<file path="src/rtl/alu_req_responder.sv">
// Valid/ready responder for a 4-op ALU: requests are computed on acceptance and
// queued in an in-order response FIFO. Optional macro ALU_RSP_COUNT_EN adds o_rsp_count.
module alu_req_responder #(
  parameter int unsigned WIDTH = 4,
  parameter int unsigned TAG_W = 2,
  parameter int unsigned DEPTH = 4
) (
  input  logic             clk,
  input  logic             rst_n,
  input  logic             i_req_valid,
  output logic             o_req_ready,
  input  logic [WIDTH-1:0] i_req_a,
  input  logic [WIDTH-1:0] i_req_b,
  input  logic [1:0]       i_req_op,
  input  logic [TAG_W-1:0] i_req_tag,
  output logic             o_rsp_valid,
  input  logic             i_rsp_ready,
  output logic [WIDTH-1:0] o_rsp_result,
  output logic             o_rsp_carry,
  output logic             o_rsp_zero,
  output logic [TAG_W-1:0] o_rsp_tag
`ifdef ALU_RSP_COUNT_EN
  ,
  output logic [15:0]      o_rsp_count
`endif
);

  localparam int unsigned PTR_W = (DEPTH > 1) ? $clog2(DEPTH) : 1;
  localparam int unsigned CNT_W = $clog2(DEPTH + 1);

  typedef struct packed {
    logic [WIDTH-1:0] result;
    logic             carry;
    logic             zero;
    logic [TAG_W-1:0] tag;
  } entry_t;

  entry_t           r_mem [DEPTH];
  entry_t           r_rsp;
  logic             r_rsp_valid;
  logic             r_req_ready;
  logic [PTR_W-1:0] r_rd_ptr;
  logic [PTR_W-1:0] r_wr_ptr;
  logic [CNT_W-1:0] r_count;

  logic             w_push;
  logic             w_pop;
  entry_t           w_new;
  entry_t           w_head_nxt;
  logic [WIDTH:0]   w_sum;
  logic [CNT_W-1:0] w_count_nxt;
  logic [PTR_W-1:0] w_rd_nxt;

  assign w_push = i_req_valid && r_req_ready;
  assign w_pop  = r_rsp_valid && i_rsp_ready;

  // ALU evaluated on the request inputs, written to the FIFO on acceptance
  always_comb begin
    w_new = '0;
    w_sum = {1'b0, i_req_a} + {1'b0, i_req_b};
    w_new.tag = i_req_tag;
    unique case (i_req_op)
      2'b00: begin
        w_new.result = w_sum[WIDTH-1:0];
        w_new.carry  = w_sum[WIDTH];
      end
      2'b01: begin
        w_new.result = i_req_a - i_req_b;
        w_new.carry  = (i_req_a < i_req_b);
      end
      2'b10:   w_new.result = i_req_a & i_req_b;
      default: w_new.result = i_req_a | i_req_b;
    endcase
    w_new.zero = (w_new.result == '0);
  end

  // Head register tracks the entry that will sit at the FIFO head after this edge
  always_comb begin
    w_count_nxt = r_count + CNT_W'(w_push) - CNT_W'(w_pop);
    w_rd_nxt    = r_rd_ptr + PTR_W'(1);
    w_head_nxt  = r_rsp;
    if (w_count_nxt == '0) begin
      w_head_nxt = '0;
    end else if (!r_rsp_valid) begin
      w_head_nxt = w_new;
    end else if (w_pop) begin
      w_head_nxt = (r_count == CNT_W'(1)) ? w_new : r_mem[w_rd_nxt];
    end
  end

  always_ff @(posedge clk or negedge rst_n) begin
    if (!rst_n) begin
      r_rd_ptr    <= '0;
      r_wr_ptr    <= '0;
      r_count     <= '0;
      r_rsp       <= '0;
      r_rsp_valid <= 1'b0;
      r_req_ready <= 1'b1;
    end else begin
      if (w_push) r_wr_ptr <= r_wr_ptr + PTR_W'(1);
      if (w_pop)  r_rd_ptr <= w_rd_nxt;
      r_count     <= w_count_nxt;
      r_rsp       <= w_head_nxt;
      r_rsp_valid <= (w_count_nxt != '0);
      r_req_ready <= (w_count_nxt < CNT_W'(DEPTH));
    end
  end

  always_ff @(posedge clk) begin
    if (w_push) r_mem[r_wr_ptr] <= w_new;
  end

  assign o_req_ready  = r_req_ready;
  assign o_rsp_valid  = r_rsp_valid;
  assign o_rsp_result = r_rsp.result;
  assign o_rsp_carry  = r_rsp.carry;
  assign o_rsp_zero   = r_rsp.zero;
  assign o_rsp_tag    = r_rsp.tag;

`ifdef ALU_RSP_COUNT_EN
  logic [15:0] r_rsp_count;

  // Completed response handshakes, saturating
  always_ff @(posedge clk or negedge rst_n) begin
    if (!rst_n) begin
      r_rsp_count <= '0;
    end else if (w_pop && (r_rsp_count != 16'hFFFF)) begin
      r_rsp_count <= r_rsp_count + 16'd1;
    end
  end

  assign o_rsp_count = r_rsp_count;
`endif

endmodule
</file>
<file path="config.mk">
export PLATFORM = sky130hd
export DESIGN_NAME = alu_req_responder
export DESIGN_NICKNAME = d
export VERILOG_FILES = /design/src/rtl/alu_req_responder.sv
export SDC_FILE = /design/constraint.sdc
export NUM_CORES = 1
export LEC_CHECK = 0
export CAP_MARGIN = 20
export CORE_AREA = 3 3 74 76
export CTS_BUF_LIST = sky130_fd_sc_hd__clkbuf_16
export DETAILED_ROUTE_END_ITERATION = 16
export DIE_AREA = 0 0 77 79
export GPL_ROUTABILITY_DRIVEN = 0
export PLACE_DENSITY = 0.74
export SKIP_LAST_GASP = 1
export SLEW_MARGIN = 20
export SYNTH_ARGS = -nofsm -noshare
export SYNTH_HDL_FRONTEND = slang
export SYNTH_SLANG_ARGS = --single-unit
</file>
<file path="constraint.sdc">
create_clock -name clk -period 3.2 [get_ports clk]
set_input_delay 0.8 -clock clk [delete_from_list [all_inputs] [get_ports clk]]
set_output_delay 0.8 -clock clk [all_outputs]
set_load 0.1 [all_outputs]
</file>
==> metrics.cfg <==
[status]
status = finished clean

[sta]
grt_setup_unrepaired = no
period_minus_slack_ns = 3.01
timing.fmax_ghz = 0.332
hold_viol = 0
fin_ws_ns = 0.185
setup_viol_count_final = 0
clock_skew_ns = 0.00780
fin_crit_sh_pct = 94.2
worst_pin_slew_ns = 0.749
drv_slew = 0
slew_headroom_pct = 49.9

[floorplan]
rows = 25
die_w_um = 77
num_io_pins = 26
initial_core_util_pct = 52.8
core_mm2 = 0.00479
die_h_um = 79
design.die.area_mm2 = 0.00608

[clock_network]
clock-root-buffer = clkbuf_16
cts_buffer_depth = 2
clk_pin_slew_ns = 0.07
cts_made_buffers = 5
cts.sinks = 49
clock_latency_ns = 0.29
hold_buffers = 0
ctsResizeCount = 0
cts_tree = yes
cts_max_level = 2
cts_setup_buffers = 0

[detailed_routing]
dr_total_vias = 1540
drt_iter0_markers = 111
wl_per_cell_um = 16.3
drcViolationCount = 0
vias_per_cell = 5.38
drt-total-wl_um = 4670
postRouteAntennaNets = 0
drtPass1Iterations = 4

[critical_path]
max_stage_delay_ns = 0.49
worst_setup_path_start_kind = input pin
arrival_ns = 3.22
path_class = input pin to flip-flop
crit_chain = clkdlybuf4s50_1, and2_1, ha_1, inv_1, ha_1, inv_1, fa_1, xor2_1, xor2_1, nor3_2, inv_2, nand3_1, o32ai_2
crit_fanout = 5
slowest_stage = clkdlybuf4s50_1
crit_required_ns = 3.40
crit_buf_inv = 4
cpLargestDelayFamily = adder cells
worst_setup_path_end_kind = flip-flop

[place]
io_buffers = 25
pre_cts_ws_ns = -0.124
dp_hpwl_um = 3470

[pwr]
total_leakage_power_nw = 1.22
ir_drop_mv = 0.487
powerDensity_mw_per_mm2 = 951

[yosys]
ys_seq_area_share_pct = 55.0
synthTopCellsByArea = edfxtp_1, dfrtp_1, ha_1
syn_area_mm2 = 0.00252
yosysTopAreaCell = edfxtp_1
synthArstFlopShare_pct = 34.7
synthCells = 184
synth_cell_types = 45
ys_ff_latch = 49
synth_edf_count = 32
netlist.area_leader.share_pct = 38.1
ys.flop_type = edfxtp_1
synth.avg_cell_area_um2 = 13.7
synth_nets = 221
yosysWarnings = 0

[cells_and_area]
fillers = 375
layout.nets = 255
antennaDiodeCount = 0
area_growth_pct = 19.2
fin_util_pct = 62.9
drive_gt1_share_pct = 23.3

[global_routing]
grt-busiest-layer = met2
grt_pass1_wl_um = 7790
grt_use_total_pct = 17.0
met2_usage_pct = 30.7
use_met3_pct = 3.63
grt_overflow = 0
antenna_found_initial = 0
grt_max_degree = 18
gr-usage-met1_pct = 19.6
grt_pass1_vias = 1646

[job]
cap_violations = 0

[min_path]
hold_class = flip-flop to flip-flop

==> through the flow <==
stage                     instance area, um2  hold WS (ns)  power [mW]  cells  setup TNS, ns
after floorplan                         2520         0.485        1.98    184              0
after global placement                  2860         0.510        2.29    278              0
after detailed placement                2860         0.533        2.35    278         -0.433
after CTS                               3010         0.548        2.89    286              0
after global routing                    3010         0.567        3.03    286              0
final                                   3010         0.538        2.86    286              0
==> worst register-to-register path, cell delays in order (launching register included) <==
cell	delay [ns]
dfstp_2	0.58
nand2_1	0.09
ha_1	0.29
inv_1	0.06
ha_1	0.13
inv_1	0.05
fa_1	0.37
xor2_1	0.19
xor2_1	0.25
nor3_2	0.08
inv_2	0.08
nand3_1	0.11
o32ai_2	0.23
==> layout make-up <==
class / count / area (um2) / share of cell area (%)
flip-flops and latches: 49 / 1390 / 46.1
multi-input cells: 107 / 1020 / 33.8
repair buffers: 33 / 285 / 9.48
clock buffers: 5 / 125 / 4.16
inverters: 22 / 85.1 / 2.83
well taps: 67 / 83.8 / 2.78
clock inverters: 3 / 25.0 / 0.831
==> flip-flops by register name, indices dropped and copies added (netlist names) <==
signal / flops
o_req_ready: 1
o_rsp_carry: 1
o_rsp_result: 4
o_rsp_tag: 2
o_rsp_valid: 1
o_rsp_zero: 1
r_count: 3
r_mem: 32
r_rd_ptr: 2
r_wr_ptr: 2
==> kinds of logic (layout without fill, tap and decap cells) <==
group	count (synthesis)	in the layout	share of synthesized area, %
muxes	14	14	10.1
DFF	49	49	55.0
xor gates and xnor gates	5	5	1.73
buffers and inverters	28	63	4.71
AOI/OAI and AO/OA	27	27	7.93
adders and majority gates	21	21	11.3
and+or+nand+nor	40	40	9.32
==> report_power, final <==
group / internal [mW] / total, mW / switching (mW) / leakage [nW]
sequential: 0.869 / 1.02 / 0.147 / 0.492
clock: 0.296 / 0.535 / 0.239 / 0.0723
combinational: 0.464 / 1.31 / 0.847 / 0.660
total: 1.63 / 2.86 / 1.23 / 1.22
==> layer usage <==
metal,vias up,routed length [um]
met5,-,0
met4,0,68
met3,7,177
met2,44,2420
met1,764,2000
li1,725,-
==> path summary, 6_finish.rpt <==
| check | startpoint | end | slack, ns | depth (start not counted) |
|---|---|---|---|---|
| max in group asynchronous | rst_n | o_rsp_valid$_DFF_PN0_ | 1.78 | 1 |
| hold reg to reg | o_rsp_result[1]$_DFFE_PN0P_ | o_rsp_result[1]$_DFFE_PN0P_ | 0.54 | 2 |
| setup / recovery | i_rsp_ready | o_rsp_zero$_DFFE_PN0P_ | 0.19 | 13 |
| setup reg to reg | o_req_ready$_DFF_PN1_ | o_rsp_zero$_DFFE_PN0P_ | 0.62 | 12 |
| min in group asynchronous | rst_n | o_rsp_tag[0]$_DFFE_PN0P_ | 0.95 | 1 |
| hold / removal | o_rsp_result[1]$_DFFE_PN0P_ | o_rsp_result[1]$_DFFE_PN0P_ | 0.54 | 2 |
==> synthesized netlist by cell type (2+ instances only) <==
cell,number
buf_2,3
nand3_1,3
edfxtp_1,32
inv_2,3
or3_4,2
dfrtp_1,16
nor2b_1,6
o211ai_1,3
and2_1,2
mux4_2,9
o21ai_1,4
nand2_1,8
xor2_1,3
fa_1,3
clkbuf_1,2
a211oi_1,3
mux2i_1,4
nor2_1,7
o21ai_0,4
ha_1,18
inv_1,18
xnor2_1,2
and3_1,4
a21oi_1,4
==> placed cells by master (no fill, tap or decap), types with 5 or more instances in the layout <==
cell / n
edfxtp_1: 32
inv_1: 18
dfrtp_1: 16
buf_4: 18
clkdlybuf4s50_1: 15
clkbuf_16: 5
nand2_1: 8
nor2_1: 7
ha_1: 18
mux4_2: 9
nor2b_1: 6
Power figures use the tool's default switching activity.
